`src/rtl/mau_pkg.sv`:
```
// Shared definitions for the sub-word memory access unit: op codes, FSM
// state encoding, lane widths and request classification helpers.
package mau_pkg;

  localparam logic [2:0] OP_LW  = 3'b000;
  localparam logic [2:0] OP_LB  = 3'b001;
  localparam logic [2:0] OP_LBU = 3'b010;
  localparam logic [2:0] OP_LH  = 3'b011;
  localparam logic [2:0] OP_LHU = 3'b100;
  localparam logic [2:0] OP_SW  = 3'b101;
  localparam logic [2:0] OP_SB  = 3'b110;
  localparam logic [2:0] OP_SH  = 3'b111;

  localparam int unsigned BYTE_W = 8;
  localparam int unsigned HALF_W = 16;

  typedef enum logic [1:0] {
    S_IDLE  = 2'd0,
    S_READ  = 2'd1,
    S_WRITE = 2'd2,
    S_DONE  = 2'd3
  } state_t;

  // Every op below SW in the encoding is a load.
  function automatic logic is_load(input logic [2:0] op);
    return (op < OP_SW);
  endfunction

  function automatic logic is_misaligned(input logic [2:0] op, input logic [1:0] lane);
    logic bad;
    case (op)
      OP_LW, OP_SW:         bad = (lane != 2'b00);
      OP_LH, OP_LHU, OP_SH: bad = lane[0];
      default:              bad = 1'b0;
    endcase
    return bad;
  endfunction

endpackage

```
`src/rtl/mau_lane_merge.sv`:
```
// Lane logic for the access unit: merges store data into a read word and
// extracts/extends the addressed lane of a loaded word.
module mau_lane_merge
  import mau_pkg::*;
(
  input  logic [2:0]  op,
  input  logic [1:0]  lane,
  input  logic [31:0] load_word,
  input  logic [31:0] store_word,
  input  logic [31:0] store_data,
  output logic [31:0] merged,
  output logic [31:0] loaded
);

  logic [7:0]  byte_s;
  logic [15:0] half_s;

  // Store path: replace only the addressed lane of the fetched word.
  always_comb begin
    merged = store_word;
    case (op)
      OP_SW:   merged = store_data;
      OP_SB:   merged[{lane, 3'b000} +: BYTE_W] = store_data[7:0];
      OP_SH:   merged[{lane[1], 4'b0000} +: HALF_W] = store_data[15:0];
      default: merged = store_word;
    endcase
  end

  // Load path: pick the lane, then sign- or zero-extend by op.
  always_comb begin
    byte_s = load_word[{lane, 3'b000} +: BYTE_W];
    half_s = load_word[{lane[1], 4'b0000} +: HALF_W];
    case (op)
      OP_LW:   loaded = load_word;
      OP_LB:   loaded = {{24{byte_s[7]}}, byte_s};
      OP_LBU:  loaded = {24'd0, byte_s};
      OP_LH:   loaded = {{16{half_s[15]}}, half_s};
      OP_LHU:  loaded = {16'd0, half_s};
      default: loaded = 32'd0;
    endcase
  end

endmodule

```
`src/rtl/mem_access_unit.sv`:
```
// Sub-word load/store front end for a word-only data memory; byte/halfword
// stores run as read-modify-write. MAU_ALIGN_CHECK_EN enables misalignment errors.
module mem_access_unit
  import mau_pkg::*;
#(
  parameter int WORD_ADDR_BITS = 10
) (
  input  logic        clk,
  input  logic        reset,
  input  logic        req_valid,
  output logic        req_ready,
  input  logic [2:0]  req_op,
  input  logic [31:0] req_addr,
  input  logic [31:0] req_wdata,
  input  logic [31:0] req_pc,
  output logic        resp_valid,
  output logic [31:0] resp_rdata,
  output logic        resp_err,
  output logic [31:0] dm_addr,
  output logic [31:0] dm_wdata,
  output logic        dm_we,
  output logic [31:0] dm_pc,
  input  logic [31:0] dm_rdata
);

  if (WORD_ADDR_BITS < 1 || WORD_ADDR_BITS > 30) begin : g_bad_word_addr_bits
    $error("mem_access_unit: WORD_ADDR_BITS out of range");
  end

  state_t      state_r;
  logic [2:0]  op_r;
  logic [31:0] addr_r;
  logic [31:0] wdata_r;
  logic [31:0] pc_r;
  logic [31:0] word_r;
  logic [31:0] rdata_r;
`ifdef MAU_ALIGN_CHECK_EN
  logic        err_r;
`endif
  logic [31:0] merged_s;
  logic [31:0] loaded_s;
  logic [31:0] word_addr_s;

  assign word_addr_s = {addr_r[31:2], 2'b00};

  mau_lane_merge u_lane_merge (
    .op         (op_r),
    .lane       (addr_r[1:0]),
    .load_word  (dm_rdata),
    .store_word (word_r),
    .store_data (wdata_r),
    .merged     (merged_s),
    .loaded     (loaded_s)
  );

  // Request FSM and its latches.
  always_ff @(posedge clk) begin
    if (reset) begin
      state_r <= S_IDLE;
      op_r    <= 3'd0;
      addr_r  <= 32'd0;
      wdata_r <= 32'd0;
      pc_r    <= 32'd0;
      word_r  <= 32'd0;
      rdata_r <= 32'd0;
`ifdef MAU_ALIGN_CHECK_EN
      err_r   <= 1'b0;
`endif
    end else begin
      case (state_r)
        S_IDLE: begin
          if (req_valid) begin
            op_r    <= req_op;
            addr_r  <= req_addr;
            wdata_r <= req_wdata;
            pc_r    <= req_pc;
`ifdef MAU_ALIGN_CHECK_EN
            err_r   <= 1'b0;
            if (is_misaligned(req_op, req_addr[1:0])) begin
              err_r   <= 1'b1;
              rdata_r <= 32'd0;
              state_r <= S_DONE;
            end else if (req_op == OP_SW) begin
              state_r <= S_WRITE;
            end else begin
              state_r <= S_READ;
            end
`else
            if (req_op == OP_SW) begin
              state_r <= S_WRITE;
            end else begin
              state_r <= S_READ;
            end
`endif
          end
        end
        S_READ: begin
          if (is_load(op_r)) begin
            rdata_r <= loaded_s;
            state_r <= S_DONE;
          end else begin
            word_r  <= dm_rdata;
            state_r <= S_WRITE;
          end
        end
        S_WRITE: begin
          rdata_r <= 32'd0;
          state_r <= S_DONE;
        end
        S_DONE:  state_r <= S_IDLE;
        default: state_r <= S_IDLE;
      endcase
    end
  end

  // Output decode; the write enable is gated by reset so an aborted write never lands.
  always_comb begin
    req_ready  = (state_r == S_IDLE);
    resp_valid = (state_r == S_DONE);
    resp_rdata = rdata_r;
    dm_pc      = pc_r;
    dm_addr    = 32'd0;
    dm_wdata   = 32'd0;
    dm_we      = 1'b0;
    case (state_r)
      S_READ: dm_addr = word_addr_s;
      S_WRITE: begin
        dm_addr  = word_addr_s;
        dm_wdata = merged_s;
        dm_we    = !reset;
      end
      default: dm_addr = 32'd0;
    endcase
  end

`ifdef MAU_ALIGN_CHECK_EN
  assign resp_err = err_r;
`else
  assign resp_err = 1'b0;
`endif

endmodule

```
`config.mk`:
```
export PLATFORM = sky130hd
export DESIGN_NAME = mem_access_unit
export DESIGN_NICKNAME = d
export VERILOG_FILES = /design/src/rtl/mau_pkg.sv /design/src/rtl/mau_lane_merge.sv /design/src/rtl/mem_access_unit.sv
export SDC_FILE = /design/constraint.sdc
export NUM_CORES = 1
export LEC_CHECK = 0
export ABC_AREA = 1
export BUFFER_PORTS_ARGS = -buffer_cell sky130_fd_sc_hd__clkbuf_2
export CORE_ASPECT_RATIO = 0.9
export CORE_MARGIN = 8
export CORE_UTILIZATION = 40
export CTS_BUF_LIST = sky130_fd_sc_hd__clkbuf_8
export DETAILED_ROUTE_END_ITERATION = 7
export GPL_TIMING_DRIVEN = 1
export PLACE_DENSITY = 0.69
export SLEW_MARGIN = 20
export SYNTH_ARGS = -nofsm -noshare
export SYNTH_HDL_FRONTEND = slang
export SYNTH_HIERARCHICAL = 1
export SYNTH_SLANG_ARGS = --single-unit
export TNS_END_PERCENT = 50
```
`constraint.sdc`:
```
create_clock -name clk -period 2.1 [get_ports clk]
set_clock_uncertainty 0.15 [all_clocks]
set_input_delay 0.21 -clock clk [delete_from_list [all_inputs] [get_ports clk]]
set_output_delay 0.21 -clock clk [all_outputs]
set_load 0.005 [all_outputs]
```
# Yosys cells after proc, flatten, opt, wreduce, memory -nomap -nowiden
# Cells that the tools add are included.
# op_classes
addsub	2
n_lt_le_gt_ge	1
n_eq_ne	13
shifts	6
mux	13
bitwise	1
reduce_logical	8
# ops
cell	count
case mux 32 bit (5 select lines)	1
2-to-1 mux 32 bit	3
case mux 32 bit (3 select lines)	1
bitwise mux 32 bit	2
case mux 32 bit (2 select lines)	1
variable shift 16 x 7 -> 32 bit, first input constant	1
variable shift 8 x 7 -> 32 bit, first input constant	1
variable part select 16 x 7 -> 32 bit	1
variable part select 32 x 6 -> 16 bit	1
variable part select 32 x 6 -> 8 bit	1
variable part select 8 x 7 -> 32 bit	1
== test 3 bit, second input constant	5
negation 5 -> 7 bit	2
case mux 2 bit (4 select lines)	1
== test 3 x 2 -> 1 bit, second input constant	2
AND reduction 2 bit	3
== test 2 bit, second input constant	2
2-to-1 mux 2 bit	2
!= test 2 bit, second input constant	2
== test 3 x 1 -> 1 bit, second input constant	1
zero test 3 bit	1
less-than comparator 3 bit, second input constant	1
== test 2 x 1 -> 1 bit, second input constant	1
zero test 2 bit	1
5 further kinds	6
# totals
reg_bits	165
input_bits	134
wordCells	51

# Longest topological paths before layout
# depth
depth_word	5
mapped_depth	13

# Modules after synthesis
# Netlist, hierarchy kept.
# modules_own_cells
module	n_inst	cells_each	area_each_um2	seq_area_each_um2
mem_access_unit	1	888	6641.4	3303.2
mau_lane_merge	1	522	2274.7	0.0

# Worst setup path before layout
# OpenSTA, ideal clock, no wires.
# synth_path
kind	flip-flop to output port
from	reg addr_r[1]
to	out dm_wdata[18]
arrival_ns	1.777
path_slack_ns	-0.037
path_stages_with_launch	13
n_path_buf	2
path_cell_list	dfxtp_1 -> inv_2 -> buf_6 -> ha_1 -> buf_2 -> clkinv_1 -> nor2_4 -> nand2_1 -> nand2_1 -> nand2_1 -> nand4_1 -> nand2_1 -> inv_1
# synth_between
elab_chain_len	5
word_cells_on_any_way	10
classes_between	add/sub (2); shift (4); mux (4)
# synth_rtl
element	line	source
from (decl)	mem_access_unit.sv:32	logic [31:0] addr_r;
from (signal assigned)	mem_access_unit.sv:74	addr_r <= req_addr;
negation 5 -> 7 bit, on equally long branches	mau_lane_merge.sv:24, mau_lane_merge.sv:23	
variable part select 16 x 7 -> 32 bit (tied with other cells)	mau_lane_merge.sv:24	OP_SH: merged[{lane[1], 4'b0000} +: HALF_W] = store_data[15:0];
bitwise mux 32 bit, on equally long branches	mau_lane_merge.sv:24, mau_lane_merge.sv:23	
case mux 32 bit (3 select lines) (*)	mau_lane_merge.sv:21	case (op)
named net merged_s[18]	mem_access_unit.sv:40	logic [31:0] merged_s;
2-to-1 mux 32 bit (*)	mem_access_unit.sv:125	case (state_r)
to (decl)	mem_access_unit.sv:20	output logic [31:0] dm_wdata,
# Mark *: on every way through the listed nets, which the timed path passes. The rest lies on a longest branch.

# Final worst setup path
# layout_path
from	reg addr_r[1]
to	out dm_wdata[23]
# The elaborated chain is that of the path after synthesis.

==> results.toml <==
[synth]
synthTopCellsByCount = "nand2_1, nor2_1, dfxtp_1"
ys_types = 34
synth_top_area_frac = 0.370
synth_area_leaders = "dfxtp_1, nand2_1, nor2_1, o21ai_0, inv_1"
syn-mean-instance-area_sq_um = 6.32
yosysTopAreaCell = "dfxtp_1"
synth_edf_count = 0
synthMostInstantiatedCell = "nand2_1"
yosys_most_used_dff = "dfxtp_1"
async_flop_share = 0
netlist_area_sq_mm = 0.00892
synth-seq-cells = 165
synth_warnings = 6
ys_seq_area_frac = 0.370
synthCells = 1410

[place]
pre_cts_slack_ns = 0.104
port_buffers = 262
place_hpwl_microns = 22800
gp_congestion = 0.890

[critical_path]
path_buf_inv = 4
path_cells = "inv_4 -> ha_4 -> inv_8 -> nor2_4 -> nand2_1 -> nand2_1 -> nand2_1 -> nand4_1 -> nand2_1 -> inv_1 -> buf_2"
cp.required_ns = 1.74
cpPeakStageDelay_ns = 0.39
crit_path_end_kind = "output port"
arrival_ns = 1.96
rr_endpoint = "resp_rdata[19]$_SDFFE_PP0P_"
rr_worst_depth = 10
regToRegSetupSlack_ns = 0.15
cp_common_cell = "nand2_1"
path_class = "reg -> out"
crit_fanout = 8
crit_slowest_cell = "dfxtp_4"
crit_family = "simple AND/OR/NAND/NOR gates"
reg2reg_from = "addr_r[1]$_SDFFE_PP0P_"
start_kind = "register"

[sta]
max_freq_ghz = 0.431
period_share = 1.10
rsz0062_at_grt = "yes"
maxSlewHeadroom = 0.568
finalHoldViolCount = 0
setup_violations = 32
final-max-slew-violation-count = 0
worstMarginPinSlew_ns = 0.648
fin_worst_hold_slack_ns = 0.0428
period_minus_slack_ns = 2.32
setup_slack_ns = -0.220

[outcome]
violations = "negative setup slack"
status = "complete, but fails checks"

[route]
drc = 0
post_drt_wl_per_cell_microns = 15.9
drt-vias-per-instance = 4.89
vias = 10300
wl_microns = 33300
drtAntennaViolNets = 0
firstDrtPassIters = 8
initialDrtViolationCount = 725

[floorplanning]
dieHeight_microns = 158
rows = 52
die_width_microns = 173
start_util = 0.402
io_pins = 266
die_area_sq_mm = 0.0273
coreArea_sq_mm = 0.0222

[global_route]
grt_pass1_vias = 10000
track_usage = 0.233
grt_pass1_wl_microns = 52000
antenna_found_initial = 2
gr-total-overflow = 0
grt_max_degree = 65

[clocking]
clk_latency_ns = 0.45
clkTransAtPathRegs_ns = 0.09
cts_tree = "built"
cts_buffers = 17
cts_buffer_depth = 2
cts-root-buf = "clkbuf_8"
htreeDepth = 4
clock_sinks = 165

[final_layout]
final_util = 0.572
syn_to_final_growth_pct = 42.3
final_nets = 1929
drive_gt1_frac = 0.271

[min_path]
worstHoldStart = "dm_rdata[30]"
hold_depth = 3
holdPathEnd = "word_r[30]$_SDFFE_PP0P_"
hold_class = "in -> reg"

[job]
maxCapViolCount = 0

[power_and_ir_drop]
power.density_mw_per_mm2 = 1040
ir_worst_vdd_uv = 540
leakagePower_nw = 6.29
[area by class of cell]
cell class | instances | area [sq um]
diodes | 2 | 5.00
fillers | 2099 | 9500
inverters | 165 | 638
multi-input cells | 992 | 4770
clock inverters | 13 | 133
repair buffers | 444 | 3180
well taps | 297 | 372
clock buffers | 19 | 262
flip-flops and latches | 165 | 3320
[report_power, final]
group          internal, mW  switching, mW  total (mW)
logic                  2.47           3.87        6.34
registers              3.96          0.597        4.56
clock network         0.951           1.40        2.35
total                  7.38           5.87        13.3
[per-stage QoR]
stage               power, mW  setup TNS [ns]  area, sq um  std cells
finish                   13.3           -5.30        12700       2097
global route             14.2           -9.35        12700       2097
CTS                      12.8           -6.16        12300       2080
detailed placement       10.1               0        10500       1916
global placement         10.0               0        10500       1916
floorplan                8.29               0         8920       1412
[what timing repair did]
action | 4_1_cts | 5_1_grt
hold endpoints to repair | 130 | 1
cloned | 0 | 4
pin swaps | 10 | 31
setup buffers | 3 | 10
resized for setup | 28 | 99
hold buffers | 129 | 1
endpoints found under the setup margin | 63 | 60
[flip-flops by register name, summed over array words and instances, names as in the netlist]
name,cells
state_r,2
resp_rdata,32
dm_pc,32
op_r,3
word_r,32
wdata_r,32
addr_r,32
[logic make-up after synthesis]
family | synth area share
and+or+nand+nor | 0.361
other | 0.000421
DFF | 0.370
buffers and inverters | 0.124
adders and majority gates | 0.0140
AOI/OAI and AO/OA | 0.130
[worst max path at each step]
| stage | endpoint | slack [ns] | depth (start not counted) | from |
|---|---|---|---|---|
| after floorplan | dm_wdata[18] | 0.08 | 12 | addr_r[1]$_SDFFE_PP0P_ |
| after global placement | dm_wdata[10] | 0.09 | 11 | addr_r[0]$_SDFFE_PP0P_ |
| after detailed placement | dm_wdata[23] | 0.10 | 11 | addr_r[0]$_SDFFE_PP0P_ |
| after CTS | dm_wdata[31] | -0.25 | 10 | addr_r[0]$_SDFFE_PP0P_ |
| after global routing | dm_wdata[17] | -0.34 | 11 | addr_r[1]$_SDFFE_PP0P_ |
| final | dm_wdata[23] | -0.22 | 11 | addr_r[1]$_SDFFE_PP0P_ |
[per-layer routing]
metal,GRT usage,up-vias,wire (microns)
li1,-,5135,-
met1,0.276,4693,13900
met2,0.394,375,15900
met3,0.0796,53,2760
met4,0.0701,0,774
met5,0,-,0
[placed cells by master, fill, tap and decap left out, types with 5 or more instances in the layout]
master	synthesis	routed
a21oi_1	45	45
a21oi_2	20	20
buf_12	2	10
buf_2	28	20
buf_4	8	35
clkbuf_2	1	243
clkbuf_8	0	19
dfxtp_1	165	158
dfxtp_4	0	5
dlygate4sd3_1	0	130
inv_1	156	148
inv_2	7	12
inv_8	0	6
nand2_1	322	300
nand2_2	25	44
nand2_4	2	5
nand3_1	64	56
nand3_2	2	9
nand4_1	46	46
nor2_1	284	275
nor2_2	3	8
nor2_4	1	6
o21ai_0	140	132
o21ai_1	10	12
o21ai_2	1	7
or2_2	8	8
[worst min-delay path, delay by kind of cell]
family | cells | cell delay [ns]
buffers and inverters | 1 | 0.16
AOI/OAI and AO/OA | 2 | 0.23
No activity file was read; power rests on OpenSTA's default activity.
